==> src/rtl/status_frame_rx.sv <==
// Status frame receiver: deserializes 4-bit frames, accepts a value after repeated identical frames.
// Optional alarm memory is enabled by defining ALARM_MEMORY_EN.
module status_frame_rx #(
  parameter int MATCH_COUNT  = 2,
  parameter int LINK_TIMEOUT = 64,
  parameter int BLINK_HALF   = 8
) (
  input  logic CLK,
  input  logic RST,
  input  logic STATUS_IN,
  input  logic STATUS_SEND_IN,
  input  logic MEM_CLR,
  output logic ARMED_OUT,
  output logic ALARM_OUT,
  output logic SENS1_OUT,
  output logic SENS2_OUT,
  output logic ALARM_BLINK,
  output logic FRAME_VALID,
  output logic FRAME_ERR,
  output logic LINK_OK,
  output logic ALARM_MEM_OUT
);

  localparam logic [2:0] MC  = 3'(MATCH_COUNT);
  localparam logic [7:0] LT  = 8'(LINK_TIMEOUT);
  localparam logic [7:0] BH1 = 8'(BLINK_HALF - 1);

  typedef enum logic [1:0] {IDLE, RECV, CHECK, FLUSH} state_t;

  state_t     state_q;
  logic [3:0] shift_q, cand_q, status_q, status_d;
  logic [2:0] idx_q, match_cnt_q, match_cnt_d;
  logic [7:0] link_cnt_q, link_cnt_d, blink_cnt_q;
  logic       link_ok_q, frame_valid_q, frame_err_q, blink_q;
  logic       frame_done, load, timeout;

  always_comb begin
    frame_done = (state_q == RECV) && (idx_q == 3'd4) && !STATUS_SEND_IN;
    if (shift_q == cand_q)
      match_cnt_d = (match_cnt_q >= MC) ? MC : match_cnt_q + 3'd1;
    else
      match_cnt_d = 3'd1;
    load       = frame_done && (match_cnt_d == MC);
    status_d   = load ? shift_q : status_q;
    link_cnt_d = frame_done ? 8'd0 : ((link_cnt_q == 8'hFF) ? 8'hFF : link_cnt_q + 8'd1);
    // Fires once on reaching the limit, not every cycle while saturated
    timeout    = (link_cnt_d == LT) && (link_cnt_q != LT);
  end

  always_ff @(posedge CLK or posedge RST) begin
    if (RST) begin
      state_q       <= IDLE;
      shift_q       <= '0;
      cand_q        <= '0;
      status_q      <= '0;
      idx_q         <= '0;
      match_cnt_q   <= '0;
      link_cnt_q    <= '0;
      link_ok_q     <= 1'b0;
      frame_valid_q <= 1'b0;
      frame_err_q   <= 1'b0;
    end else begin
      frame_valid_q <= 1'b0;
      frame_err_q   <= 1'b0;
      link_cnt_q    <= link_cnt_d;
      status_q      <= status_d;
      if (timeout) begin
        link_ok_q   <= 1'b0;
        match_cnt_q <= '0;
      end
      case (state_q)
        IDLE, CHECK: begin
          if (STATUS_SEND_IN) begin
            shift_q <= {STATUS_IN, shift_q[3:1]};
            idx_q   <= 3'd1;
            state_q <= RECV;
          end else begin
            state_q <= IDLE;
          end
        end
        RECV: begin
          if (STATUS_SEND_IN) begin
            if (idx_q == 3'd4) begin
              frame_err_q <= 1'b1;
              match_cnt_q <= '0;
              state_q     <= FLUSH;
            end else begin
              shift_q <= {STATUS_IN, shift_q[3:1]};
              idx_q   <= idx_q + 3'd1;
            end
          end else if (frame_done) begin
            frame_valid_q <= 1'b1;
            cand_q        <= shift_q;
            match_cnt_q   <= match_cnt_d;
            if (load) link_ok_q <= 1'b1;
            state_q       <= CHECK;
          end else begin
            frame_err_q <= 1'b1;
            match_cnt_q <= '0;
            state_q     <= IDLE;
          end
        end
        FLUSH: if (!STATUS_SEND_IN) state_q <= IDLE;
        default: state_q <= IDLE;
      endcase
    end
  end

  // Blink holds low on the rising cycle so the first high phase starts one cycle later
  always_ff @(posedge CLK or posedge RST) begin
    if (RST) begin
      blink_cnt_q <= '0;
      blink_q     <= 1'b0;
    end else if (!status_d[1]) begin
      blink_cnt_q <= '0;
      blink_q     <= 1'b0;
    end else if (status_q[1]) begin
      if (blink_cnt_q == 8'd0) blink_q <= ~blink_q;
      blink_cnt_q <= (blink_cnt_q == BH1) ? 8'd0 : blink_cnt_q + 8'd1;
    end
  end

`ifdef ALARM_MEMORY_EN
  logic mem_q;
  always_ff @(posedge CLK or posedge RST) begin
    if (RST)                          mem_q <= 1'b0;
    else if (load && shift_q[1])      mem_q <= 1'b1;
    else if (MEM_CLR && !status_q[1]) mem_q <= 1'b0;
  end
  assign ALARM_MEM_OUT = mem_q;
`else
  logic unused_mem_clr;
  assign unused_mem_clr = MEM_CLR;
  assign ALARM_MEM_OUT  = 1'b0;
`endif

  assign ARMED_OUT   = status_q[0];
  assign ALARM_OUT   = status_q[1];
  assign SENS1_OUT   = status_q[2];
  assign SENS2_OUT   = status_q[3];
  assign ALARM_BLINK = blink_q;
  assign FRAME_VALID = frame_valid_q;
  assign FRAME_ERR   = frame_err_q;
  assign LINK_OK     = link_ok_q;

endmodule

==> config.mk <==
export PLATFORM = sky130hd
export DESIGN_NAME = status_frame_rx
export DESIGN_NICKNAME = d
export VERILOG_FILES = /design/src/rtl/status_frame_rx.sv
export SDC_FILE = /design/constraint.sdc
export NUM_CORES = 1
export LEC_CHECK = 0
export ABC_AREA = 0
export CAP_MARGIN = 20
export CORE_MARGIN = 5
export CORE_UTILIZATION = 55
export DETAILED_ROUTE_END_ITERATION = 6
export PLACE_DENSITY = 0.77
export SYNTH_ARGS = -nofsm -noshare
export SYNTH_HDL_FRONTEND = slang
export SYNTH_SLANG_ARGS = --single-unit
==> constraint.sdc <==
create_clock -name CLK -period 2.3 [get_ports CLK]
set_input_delay 0.46 -clock CLK [delete_from_list [all_inputs] [get_ports CLK]]
set_output_delay 0.46 -clock CLK [all_outputs]
set_load 0.05 [all_outputs]
==> results.ini, run 1 <==
[outcome]
status=finished, final reports clean

[yosys]
yosys.area_share.simple=0.179
synth_fp_nets=219
post_synth_xor_area_fraction=0.0421
syn-cell-area_um2=2080
avgSynthCellArea_um2=10.1
synth_top_flop_cell=dfrtp_1
synth_compound_area_frac=0.152
synth_top_family_by_area=simple AND/OR/NAND/NOR gates
yosysWarnings=0
synth_enable_flop_cells=0
syn_inst=206
synth.distinct_cells=48
synthAdderAreaFrac=0.0481
async_flop_share=1.00
seq_area_frac_synth=0.481
ys_ff_latch=40
synthMuxAreaShare=0.0475

[min_path]
min_path_type=reg2reg

[critical_path]
cp-start-kind=register
cp_cell_sequence=clkdlybuf4s50_1
critPathTopFamily=buffers and inverters
worstSetupEndpointType=output port
path_buf_inv=1
max_stage_delay_ns=0.87
worstPathRequired_ns=1.84
slowest_stage=clkdlybuf4s50_1
crit_fanout=10
path_class=reg2out
critPathArrivalTime_ns=1.70

[detailed_routing]
wl_um=4090
drc=0
vias=1590
dr.pass1.iters=4
antenna_left=0
wire_per_inst_um=14.9
drt_iter0_markers=60
viasPerCell=5.80

[placed_design]
dp_hpwl_um=2990
dp_cells=266
port-buffer-count=11
placed_area_um2=2280
place_congestion=0.764

[die]
core-area_um2=3660
io_pins=14
die_h_um=71.5
rows=22
die_area_um2=5120
die_w_um=71.5
start_util=0.569

[clocking]
cts_resized=0
clk_pin_slew_worst_paths_ns=0.07
cts_buffers=5
h-tree-depth=2
clock_latency_ns=0.29
cts_tree=done
cts_root_buffer=clkbuf_8
cts_buffer_depth=2
cts.sinks=40
hold_buffers=0
cts_setup_buffers=0

[flow_run]
drv_cap=0

[sta]
final.period_utilization=0.939
rsz0062_at_grt=false
hold_slack_ns=0.493
max_freq_mhz=463
min_period_ns=2.16
slew_headroom=0.526
tightest_slew_ns=0.704
finalMaxSlewViolations=0
hold_viol=0
finalClockSkew_ns=0.00496
setup_viol=0

[power_and_ir_drop]
p_leak_nw=1.13
peakVddDrop_uv=545
p_per_area_nw_per_um2=945

[layout]
antenna_cells=0
layout_commonest_cell=dfrtp_1
fin_area_um2=2410
mostFrequentLayoutCells=dfrtp_1, nand2_1, inv_1
syn2layout_area_growth_pct=15.9
nets=238
final_layout_size_suffix_gt1_frac=0.150
finalNonFillerCells=274
fillerInstances=281

[grt]
grtUsageTotal=0.177
grt_pass1_vias=1623
gr-total-overflow=0
grt_pass1_wl_um=7230
grt_max_degree=41
antenna_found_initial=0

-- Yosys cell counts, drive strengths merged (5+ instances only) --
cell	n	area share
a21o	5	0.018
a21oi	14	0.035
and3	6	0.019
clkbuf	6	0.011
dfrtp	40	0.48
ha	8	0.048
inv	15	0.027
mux2	7	0.038
nand2	20	0.036
nand3	9	0.022
nor2	11	0.020
o21ai	7	0.017
xnor2	6	0.025
-- cell type report --
| type | count | area (um2) | area share |
|---|---|---|---|
| clock buffers | 7 | 96.3 | 0.0399 |
| clock inverters | 1 | 30.0 | 0.0124 |
| inverters | 16 | 60.1 | 0.0249 |
| multi-input cells | 142 | 987 | 0.409 |
| flip-flops and latches | 40 | 1000 | 0.415 |
| well taps | 48 | 60.1 | 0.0249 |
| repair buffers | 20 | 178 | 0.0737 |
-- where the power goes --
group / internal (mW) / leakage, nW / switching [mW] / total, mW
clock: 0.383 / 0.0645 / 0.236 / 0.619
combinational: 0.279 / 0.544 / 0.326 / 0.605
sequential: 0.860 / 0.519 / 0.197 / 1.06
total: 1.52 / 1.13 / 0.760 / 2.28
-- final timing paths --
path	startpoint	to	slack, ns	depth (start not counted)
max	status_q[1]	ALARM_OUT	0.14	1
min	LINK_OK	LINK_OK	0.49	1
max reg2reg	idx_q[1]	match_cnt_q[0]	0.18	8
min reg2reg	LINK_OK	LINK_OK	0.49	1
max in group asynchronous	RST	state_q[1]	1.36	3
min in group asynchronous	RST	blink_cnt_q[4]	0.59	3
-- per-layer routing --
metal / global-route usage / routed length [um] / up-vias
li1: - / - / 765
met3: 0.0533 / 154 / 9
met1: 0.211 / 1720 / 782
met5: 0 / 0 / -
met2: 0.299 / 2140 / 34
met4: 0.0689 / 69 / 0
-- through the flow --
stage | setup slack (ns) | TNS, ns | power (mW) | util
after global routing | 0.0116 | 0 | 2.43 | 0.659
after CTS | 0.0388 | 0 | 2.29 | 0.657
after detailed placement | -0.113 | -0.548 | 1.67 | 0.622
final | 0.141 | 0 | 2.28 | 0.659
after floorplan | 0.254 | 0 | 1.50 | -
after global placement | -0.0657 | -0.255 | 1.61 | 0.622
-- cells by family (layout without fill, tap and decap cells) --
group | after synthesis | count (layout)
buffers and inverters | 24 | 44
AOI/OAI and AO/OA | 45 | 45
xor gates and xnor gates | 10 | 10
other | 1 | 1
DFF | 40 | 40
adders and majority gates | 8 | 8
muxes | 9 | 9
and+or+nand+nor | 69 | 69
-- flip-flops by register name (all words and copies together) (netlist names) --
name         count
ALARM_BLINK      1
FRAME_ERR        1
FRAME_VALID      1
LINK_OK          1
blink_cnt_q      8
cand_q           4
idx_q            3
link_cnt_q       8
match_cnt_q      3
shift_q          4
state_q          2
status_q         4
-- worst reg2reg max path, stage by stage, from the launching register on --
cell and delay, ns:
dfrtp_1 0.39, inv_1 0.10, ha_2 0.20, nand2_1 0.09, or3_4 0.39, buf_4 0.18
a32oi_1 0.16, nand4_1 0.21, a31o_2 0.30
No activity file was read; power rests on OpenSTA's default activity.
==> run 2, diff against run 1 <==
--- a/config.mk
+++ b/config.mk
@@ -7,10 +7,11 @@
 export LEC_CHECK = 0
 export ABC_AREA = 0
 export CAP_MARGIN = 20
+export CORE_ASPECT_RATIO = 0.75
 export CORE_MARGIN = 5
 export CORE_UTILIZATION = 55
 export DETAILED_ROUTE_END_ITERATION = 6
-export PLACE_DENSITY = 0.77
+export PLACE_DENSITY = 0.78
 export SYNTH_ARGS = -nofsm -noshare
 export SYNTH_HDL_FRONTEND = slang
 export SYNTH_SLANG_ARGS = --single-unit
==> run 2 against run 1 <==
Net effect: cell area fell by 0.31%; cell count is 1.5% higher; flip-flop and latch count unchanged; clock skew rose by 0.0051 ns; clock power is 5.3% lower; critical path depth unchanged; worst setup slack better by 0.011 ns; non-clock buffer count stayed put; count of clock-buffer cells in the layout is 2 lower; worst hold slack better by 0.0079 ns; via count fell by 4.7%; die area is 0.26% higher.
==> results.ini, run 2 (same netlist as run 1, synthesis figures left out) <==
[outcome]
status=finished, final reports clean

[sta]
slew_headroom=0.540
finalClockSkew_ns=0.0101
setup_viol=0
tightest_slew_ns=0.684
min_period_ns=2.15
finalMaxSlewViolations=0
fin_tns_setup_ns=0
final.setup.worst_slack_ns=0.153
max_freq_mhz=466
hold_slack_ns=0.501
final.period_utilization=0.934
hold_viol=0
rsz0062_at_grt=false

[clocking]
cts.sinks=40
cts_buffer_depth=2
cts_resized=0
h-tree-depth=2
cts_setup_buffers=0
clk_pin_slew_worst_paths_ns=0.08
clock_latency_ns=0.30
hold_buffers=0
cts_root_buffer=clkbuf_8
cts_tree=done
cts_buffers=5

[layout]
mostFrequentLayoutCells=dfrtp_1, nand2_1, inv_1
top_regs=blink_cnt_q: 8 flops, link_cnt_q: 8 flops
final_layout_size_suffix_gt1_frac=0.146
layout_commonest_cell=dfrtp_1
nets=238
antenna_cells=0
finalNonFillerCells=278
syn2layout_area_growth_pct=15.5

[critical_path]
path_class=reg2out
critPathTopFamily=buffers and inverters
worstPathRequired_ns=1.84
cp_cell_sequence=clkdlybuf4s50_1
slowest_stage=clkdlybuf4s50_1
crit_fanout=10
cp-start-kind=register
path_buf_inv=1
max_stage_delay_ns=0.87
critPathArrivalTime_ns=1.69
worstSetupEndpointType=output port

[power_and_ir_drop]
comb_power_share=0.265
netSwitchingPower_mw=0.780
seq_power_share=0.474
clock_power_share=0.261
peakVddDrop_uv=582
p_leak_nw=1.12
internal-power_mw=1.46
p_per_area_nw_per_um2=933
netSwitchingFraction=0.348

[grt]
antenna_found_initial=0
grt_max_degree=41
grtUsageTotal=0.176
grt_pass1_wl_um=7070
gr-total-overflow=0
grt_pass1_vias=1511

[die]
die_w_um=81.0
die_area_um2=5130
rows=19
start_util=0.569
io_pins=14
core-area_um2=3660
die_h_um=63.3

[placed_design]
dp_hpwl_um=2600
dp_slack_ns=-0.0544
place_congestion=0.896
dp_cells=270
port-buffer-count=11

[flow_run]
drv_cap=0

[detailed_routing]
vias=1515
wire_per_inst_um=14.1
wl_um=3920
viasPerCell=5.45
dr.pass1.iters=5
drt_iter0_markers=80
antenna_left=0
drc=0

[min_path]
min_path_type=reg2reg

## run 2: path summary, 6_finish.rpt
path	from	endpoint	slack, ns	cells after the start
hold reg to reg	LINK_OK	LINK_OK	0.50	1
setup reg to reg	idx_q[0]	blink_cnt_q[5]	0.17	8
min in group asynchronous	RST	FRAME_ERR	0.59	3
hold / removal	LINK_OK	LINK_OK	0.50	1
setup / recovery	status_q[1]	ALARM_OUT	0.15	1
max in group asynchronous	RST	blink_cnt_q[3]	1.36	3
## run 2: layout make-up
class / count / area [um2]
Clock inverter: 3 / 47.5
Clock buffer: 5 / 68.8
Sequential cell: 40 / 1000
Inverter: 16 / 60.1
Timing Repair Buffer: 20 / 178
Tap cell: 52 / 65.1
Multi-Input combinational cell: 142 / 985
Fill cell: 308 / 1260
## run 2: per-layer routing
metal | routed length, um | up-vias | GRT usage
li1 | - | 765 | -
met1 | 1990 | 724 | 0.262
met2 | 1740 | 22 | 0.247
met3 | 143 | 4 | 0.0413
met4 | 44 | 0 | 0.0633
met5 | 0 | - | 0
## run 2: power by group through the flow
stage / logic [mW] / registers, mW / clock network (mW)
6_report: 0.593 / 1.06 / 0.586
5_1_grt: 0.671 / 1.09 / 0.643
4_1_cts: 0.596 / 1.06 / 0.599
3_5_place_dp: 0.584 / 1.07 / 0
3_3_place_gp: 0.570 / 1.06 / 0
2_1_floorplan: 0.458 / 1.04 / 0
## run 2: through the flow
stage	instance area, um2	power [mW]	utilization
floorplan	2080	1.50	-
global placement	2280	1.63	0.624
detailed placement	2280	1.65	0.624
CTS	2400	2.25	0.656
global route	2400	2.41	0.657
finish	2400	2.24	0.657
